<file path="src/rtl/hv_encoder_seq.sv">
// hv_encoder_seq
//   Micro-instruction sequencer for the HV encoder datapath. A small
//   instruction store holds packed encoder control words. After start_i the
//   program is issued one word per cycle from pc 0 to prog_end. One hardware
//   loop repeats the body [loop_start, loop_end] loop_num times. Words whose
//   consume flag is set pop one item address from the valid/ready stream and
//   present it on im_addr_o together with the control word.
//
//   Optional feature (compile-time macro HV_ENCODER_SEQ_ABORT_EN): adds the
//   abort_i input. While running, abort_i returns the sequencer to idle on
//   the next edge, without issuing and without a done_o pulse.
//
// Ports:
//   clk_i, rst_ni        clock, asynchronous active-low reset
//   cfg_wr_*             instruction store write port (idle only)
//   loop_start_i/loop_end_i/loop_num_i/prog_end_i
//                        program bounds, latched on start_i
//   start_i              start program (idle only)
//   busy_o               sequencer running
//   done_o               one-cycle pulse alongside the last issued word
//   data_valid_i/data_ready_o/data_i
//                        item address stream
//   ctrl_o/ctrl_valid_o  registered control word and its valid
//   im_addr_o            registered item-memory address
//   abort_i              (HV_ENCODER_SEQ_ABORT_EN only) abort the run
`timescale 1ns/1ps
module hv_encoder_seq #(
   parameter int CtrlWidth     = 32,
   parameter int NumInstr      = 16,
   parameter int ImAddrWidth   = 32,
   parameter int LoopCntWidth  = 16,
   parameter int InstAddrWidth = $clog2(NumInstr),
   parameter int InstWidth     = CtrlWidth + 1
) (
   input  logic                     clk_i,
   input  logic                     rst_ni,
   input  logic                     cfg_wr_en_i,
   input  logic [InstAddrWidth-1:0] cfg_wr_addr_i,
   input  logic [InstWidth-1:0]     cfg_wr_data_i,
   input  logic [InstAddrWidth-1:0] loop_start_i,
   input  logic [InstAddrWidth-1:0] loop_end_i,
   input  logic [LoopCntWidth-1:0]  loop_num_i,
   input  logic [InstAddrWidth-1:0] prog_end_i,
   input  logic                     start_i,
   output logic                     busy_o,
   output logic                     done_o,
`ifdef HV_ENCODER_SEQ_ABORT_EN
   input  logic                     abort_i,
`endif
   input  logic                     data_valid_i,
   output logic                     data_ready_o,
   input  logic [ImAddrWidth-1:0]   data_i,
   output logic [CtrlWidth-1:0]     ctrl_o,
   output logic                     ctrl_valid_o,
   output logic [ImAddrWidth-1:0]   im_addr_o
);

   localparam logic [0:0] StIdle = 1'b0;
   localparam logic [0:0] StRun  = 1'b1;

   logic [0:0]               state_q;
   logic [InstAddrWidth-1:0] pc_q;
   logic [LoopCntWidth-1:0]  iter_q;
   logic [InstAddrWidth-1:0] loop_start_q;
   logic [InstAddrWidth-1:0] loop_end_q;
   logic [LoopCntWidth-1:0]  loop_num_q;
   logic [InstAddrWidth-1:0] prog_end_q;

   logic [InstWidth-1:0]     inst_store [NumInstr];

   logic [InstWidth-1:0]     inst;
   logic                     consume;
   logic [CtrlWidth-1:0]     ctrl_word;
   logic                     running;
   logic                     abort_req;
   logic                     issue;
   logic                     take_loop;
   logic [LoopCntWidth:0]    iter_inc;
   logic [LoopCntWidth-1:0]  loop_max;
   logic [InstAddrWidth-1:0] pc_inc;

`ifdef HV_ENCODER_SEQ_ABORT_EN
   assign abort_req = abort_i;
`else
   assign abort_req = 1'b0;
`endif

   always_comb begin
      inst      = inst_store[pc_q];
      consume   = inst[CtrlWidth];
      ctrl_word = inst[CtrlWidth-1:0];
      running   = (state_q == StRun);
      // Abort wins over issue, so the stream is not acknowledged either.
      issue        = running && !abort_req && (!consume || data_valid_i);
      data_ready_o = running && !abort_req && consume;
      // loop_num of zero behaves as one pass through the body; the compare
      // is one bit wider so iter+1 cannot overflow.
      loop_max  = (loop_num_q == '0) ? LoopCntWidth'(1) : loop_num_q;
      iter_inc  = {1'b0, iter_q} + 1'b1;
      take_loop = (pc_q == loop_end_q) && (iter_inc < {1'b0, loop_max});
      // Explicit wrap keeps non-power-of-two store depths in range.
      pc_inc    = (pc_q == InstAddrWidth'(NumInstr - 1)) ? '0 : pc_q + 1'b1;
   end

   // Instruction store: written only while idle, never reset.
   always_ff @(posedge clk_i) begin
      if (cfg_wr_en_i && (state_q == StIdle)) begin
         inst_store[cfg_wr_addr_i] <= cfg_wr_data_i;
      end
   end

   // Sequencer state and registered outputs.
   always_ff @(posedge clk_i or negedge rst_ni) begin
      if (!rst_ni) begin
         state_q      <= StIdle;
         pc_q         <= '0;
         iter_q       <= '0;
         loop_start_q <= '0;
         loop_end_q   <= '0;
         loop_num_q   <= '0;
         prog_end_q   <= '0;
         busy_o       <= 1'b0;
         done_o       <= 1'b0;
         ctrl_o       <= '0;
         ctrl_valid_o <= 1'b0;
         im_addr_o    <= '0;
      end else begin
         done_o       <= 1'b0;
         ctrl_valid_o <= 1'b0;
         ctrl_o       <= '0;
         case (state_q)
            StIdle: begin
               if (start_i) begin
                  loop_start_q <= loop_start_i;
                  loop_end_q   <= loop_end_i;
                  loop_num_q   <= loop_num_i;
                  prog_end_q   <= prog_end_i;
                  pc_q         <= '0;
                  iter_q       <= '0;
                  busy_o       <= 1'b1;
                  state_q      <= StRun;
               end
            end
            StRun: begin
               if (abort_req) begin
                  busy_o  <= 1'b0;
                  state_q <= StIdle;
               end else if (issue) begin
                  ctrl_valid_o <= 1'b1;
                  ctrl_o       <= ctrl_word;
                  if (consume) begin
                     im_addr_o <= data_i;
                  end
                  // Loop back-edge has priority over program end.
                  if (take_loop) begin
                     pc_q   <= loop_start_q;
                     iter_q <= iter_inc[LoopCntWidth-1:0];
                  end else if (pc_q == prog_end_q) begin
                     busy_o  <= 1'b0;
                     done_o  <= 1'b1;
                     state_q <= StIdle;
                  end else begin
                     pc_q <= pc_inc;
                  end
               end
            end
            default: state_q <= StIdle;
         endcase
      end
   end

endmodule

</file>
<file path="config.mk">
export PLATFORM = sky130hd
export DESIGN_NAME = hv_encoder_seq
export DESIGN_NICKNAME = d
export VERILOG_FILES = /design/src/rtl/hv_encoder_seq.sv
export SDC_FILE = /design/constraint.sdc
export NUM_CORES = 1
export LEC_CHECK = 0
export CORE_MARGIN = 1
export CORE_UTILIZATION = 45
export CTS_CLUSTER_DIAMETER = 200
export DETAILED_ROUTE_END_ITERATION = 8
export GPL_TIMING_DRIVEN = 0
export PLACE_DENSITY = 0.68
export SYNTH_ARGS = -nofsm -noshare
export SYNTH_HDL_FRONTEND = slang
export SYNTH_SLANG_ARGS = --single-unit
</file>
<file path="constraint.sdc">
create_clock -name clk_i -period 3.8 [get_ports clk_i]
set_input_delay 0.57 -clock clk_i [delete_from_list [all_inputs] [get_ports clk_i]]
set_output_delay 0.57 -clock clk_i [all_outputs]
set_load 0.02 [all_outputs]
</file>
Word-level counts from Yosys, hierarchy flattened:

Memories as Yosys holds them, arrays and structs flattened.
Index checks and enable logic that the tools add are counted.

* register bits: 116
* memory bits (writable): 528
* input bits: 102
* output and inout bits: 68
* word-level logic and storage cells: 69
* memories kept: 1

* $add $sub $neg: 2
* order comparisons: 1
* equal/unequal tests: 9
* muxes and demuxes: 31
* bitwise operators: 1
* reduce and logical (&&, ||, !) cells: 12

Memories
* inst_store: words 16, width 33, rd ports 1, clocked after Yosys merged registers in 0, wr ports 1, RTL line 69 `logic [InstWidth-1:0] inst_store [NumInstr];`

Operators with widths (count)
* $mux 16: 4
* $mux 32: 2
* $pmux 16 s2: 1
* $mux 4: 5
* $add 16x1->17 const B: 1
* $lt 17x16->1: 1
* $logic_not 16->1: 1
* $mux 1: 16
* $reduce_and 3->1: 3
* $eq 4x4->1: 2
* $pmux 4 s2: 1
* $ne 2x1->1 const B: 3
* $add 4x1->4 const B: 1
* $eq 4x4->1 const B: 1
* $logic_and 1x1->1: 4
* $ne 2x2->1 const B: 2
* $pmux 1 s2: 2
* $reduce_and 4->1: 1
* $ne 3x3->1 const B: 1
* $reduce_and 2->1: 1
* $logic_not 1->1: 1
* $logic_or 1x1->1: 1
* $not 1->1: 1

Depth between registers and ports, before layout:

* word-level depth: 7
* depth in mapped cells: 16
* depth with buffers taken out: 14

Worst setup path before layout:

No wires, ideal clock.

* kind: register to register
* from: register state_q, in the netlist running
* to: memory inst_store[4][0] (netlist bit) (enable)
* data arrival time: 3.403 ns
* required time: 3.335 ns
* setup slack: -0.067 ns
* stages on the path, launching flop included: 5
* buffers on the path: 0
* path through: dfrtp_1 -> inv_1 -> nand2_1 -> or3b_2 -> nor3_1

* longest elaborated chain between the ends: 4

Ends and longest elaborated chain
* start, declared: RTL line 61 `logic [0:0] state_q;`
* start signal, assigned: RTL line 115 `state_q <= StIdle;`
* start signal, assigned: RTL line 141 `state_q <= StRun;`
* start signal, assigned: RTL line 147 `state_q <= StIdle;`
* $not 1->1 (no line)
* $logic_and 1x1->1: RTL line 107 `if (cfg_wr_en_i && (state_q == StIdle)) begin`
* $mux 1: RTL line 107
* $mux 1 (implied by the code): RTL line 108 `inst_store[cfg_wr_addr_i] <= cfg_wr_data_i;`
* end, declared: RTL line 69

Every way passes these cells.

Final worst setup path:

* from: register pc_q[2]
* to: output port data_ready_o

* longest elaborated chain between the ends: 2

Ends and longest elaborated chain
* start, declared: RTL line 62 `logic [InstAddrWidth-1:0] pc_q;`
* start signal, assigned: RTL line 156 `pc_q <= loop_start_q;`
* start signal, assigned: RTL line 163 `pc_q <= pc_inc;`
* $mem_v2 16x33
* $logic_and 1x1->1: RTL line 95 `data_ready_o = running && !abort_req && consume;`
* end, declared: RTL line 51 `output logic data_ready_o,`

Every way passes these cells.

==> key figures <==
Clock network
  • Sink Count: 644
  • Root Driver: clkbuf_16
  • Clock buffer depth: 3
  • # H-tree levels: 2
  • Clock transition at path regs: 60 ps
  • Total CTS buffers: 61
  • Latest clock arrival within the worst-skew pair: 630 ps
  • CTS tree: built

Floorplanning
  • Die width: 239 µm
  • Area of the die: roughly 57,000 µm²
  • Row count: 86
  • Initial core utilization: a little under half
  • Die H: 239 µm
  • Core Region: ~55,000 µm²
  • I/O pin count: 170

STA
  • Tcrit/Tclk final: 97.8%
  • Final hold violation count: 0
  • Clk_skew: 36.3 ps
  • Fmax: 269 MHz
  • Fin crit period: 3720 ps
  • RSZ-0062 raised after global routing: no
  • Setup TNS: 0 ps
  • Endpoints failing setup: 0
  • Pins Over Slew Limit: 0
  • Minimum hold slack: 478 ps
  • Worst slew margin relative to its limit: 28.2%
  • Worst slew pin tran: 1080 ps

Drt
  • Drt via density: 5.65
  • Pre-antenna DRT Iters: 5
  • Remaining DRCs: 0
  • DRT Wirelength: 60.9 mm
  • Via count: 13,900
  • DR WL/cell: 24.8 µm
  • DRT antenna net count: 0
  • Drt first-iter violations: 1,365

Layout
  • Synth-to-layout area growth: 21.3%
  • Fillcell total: 4,233
  • Final net count: between 1,500 and 2,000
  • Seq. cell area: between 15,000 and 20,000 µm²
  • Share of cells above drive strength 1: 20.1%
  • Multi-input gate area: 6270 µm²
  • Final Cell Area: approximately 30,000 µm²

Worst setup path
  • CP required: roughly 3200 ps
  • Critical path arrival: approximately 3200 ps
  • Worst setup EP type: primary output
  • Crit path kind: reg -> out
  • Critical Path Source Type: flip-flop
  • CP Max Fanout: 10

Global routing
  • Initial antenna violation count: 3
  • Pin count of the biggest net entering global routing: 71
  • Vias in the first global route: 14,200
  • GRT Residual Overflow: 0
  • First-pass GRT wire length: 90.5 mm
  • GRT Total Usage: 21.8%

Synth
  • Synthesized area: around 25,000 µm²
  • Synth Instances: 1,391
  • Syn avg cell area: around 18 µm²
  • Area share of the largest cell type after synthesis: 62.7%
  • Most instantiated cells after synthesis: edfxtp_1 (528), dfrtp_1 (116), nand2_1 (112)
  • Synth area leaders: edfxtp_1 (63%), dfrtp_1 (11%), mux4_2 (9.5%)
  • Post-synthesis register bit count: 644
  • Post-synthesis sequential area ratio: 74.1%
  • Synth warn: 0
  • Synthesized Nets: 1,510
  • Top-count cell post-synth: edfxtp_1
  • Synth area leader: edfxtp_1
  • Main synth FF type: edfxtp_1
  • Post-synth EDFFs: 528
  • Distinct cells, synth: 58
  • Ys async rst share: 18.0%

Power
  • P per Cell Area: 731 nW/µm²
  • Leak: 10.6 nW
  • Peak supply drop: 0.350 mV

Hold path
  • Worst hold path class: in -> async

Status
  • Status: finished, final reports clean

Placement
  • DP Area: 28,600 µm²
  • Post-DP HPWL: 39.5 mm
  • Port-buffer cells: ~170
  • GPL Wtd Cong: 0.844

Run
  • Max-cap viol count: 0
-- registers in the layout, indices dropped and copies added, names as in the netlist --
register,flops
loop_start_q,4
loop_end_q,4
running,1
done_o,1
im_addr_o,32
ctrl_o,32
ctrl_valid_o,1
busy_o,1
loop_num_q,16
inst_store,528
prog_end_q,4
iter_q,16
pc_q,4
-- worst max-delay path, cell delays in order (launching register included) --
cell and delay (ps):
dfrtp_1 640, nand2b_2 330, o22ai_1 290, a311oi_2 100, mux2_2 300, nor2_1 200, clkdlybuf4s50_1 660
-- path summary, 6_finish.rpt --
kind                            cells after the start            end  slack (ps)          start
worst max register to register                     15        pc_q[1]         200      iter_q[1]
min in group clk_i                                  3  prog_end_q[3]         480  prog_end_i[3]
worst max-delay path                                6   data_ready_o          80        pc_q[2]
worst min-delay path                                2  prog_end_q[2]         480         rst_ni
worst min register to register                      2  loop_num_q[0]         490  loop_num_q[0]
max in group asynchronous                           3     ctrl_o[24]        2570         rst_ni
-- per-layer routing --
layer  share of wire (%)  vias to the layer above  GRT usage, %
li1                    -                     6016             -
met1                  41                     7139          30.2
met2                  48                      627          35.2
met3                 8.3                       87          4.16
met4                 2.3                        0          6.55
met5                   0                        -             0
-- cell families after synthesis --
family | synth area share [%]
compound gates | 3.88
xor+xnor | 0.761
fa+ha+maj | 0.841
buf+inv | 1.74
flops | 74.1
mux | 14.3
simple gates | 4.37
-- power breakdown --
| group | switching, W | leakage (nW) | total (W) | internal, W |
|---|---|---|---|---|
| Combinational | 0.00423 | 3.47 | 0.00769 | 0.00346 |
| Sequential | 0.000398 | 6.15 | 0.00870 | 0.00830 |
| Clock | 0.00259 | 0.962 | 0.00604 | 0.00345 |
-- final cells by class --
type	count	area share [%]
Clock buffer	75	5.31
Multi-Input combinational cell	649	20.4
Buffer	71	1.13
Clock inverter	38	1.17
Antenna cell	3	0.0245
Timing Repair Buffer	205	7.46
Tap cell	748	3.05
Sequential cell	644	61.1
Inverter	23	0.289
-- stage by stage --
step,util (%),power [W],instances,setup WS [ps]
after floorplan,-,0.0137,1391,26.1
after global placement,50.5,0.0163,2308,-3550
after detailed placement,51.7,0.0165,2339,-325
after CTS,55.4,0.0226,2452,27.0
after global routing,55.5,0.0235,2454,14.9
final,55.5,0.0224,2456,83.7
-- cells in the final DEF, fill, tap and decap left out, types with 9 or more instances in the layout --
master,n
clkinv_1,9
a21oi_1,9
dfrtp_1,116
buf_16,9
mux2i_1,82
clkdlybuf4s50_1,168
buf_2,25
mux2_2,32
o22ai_1,20
o221ai_1,18
mux4_2,107
clkbuf_16,61
nand3_1,19
nor2_4,13
a211oi_1,18
nor2_1,44
edfxtp_1,528
xor2_1,10
o21ai_0,41
buf_4,14
xnor2_1,12
buf_6,15
ha_1,16
clkinv_2,12
clkbuf_1,41
and2_1,14
inv_1,22
nand2_1,111
-- what timing repair did --
| item | CTS | global route |
|---|---|---|
| hold buffers | 1 | 0 |
| setup buffers | 1 | 3 |
| setup endpoints to repair | 20 | 23 |
| pin swaps | 0 | 1 |
| resized for setup | 9 | 10 |
| endpoints found under the hold margin | 46 | 0 |
Power figures use the tool's default switching activity.
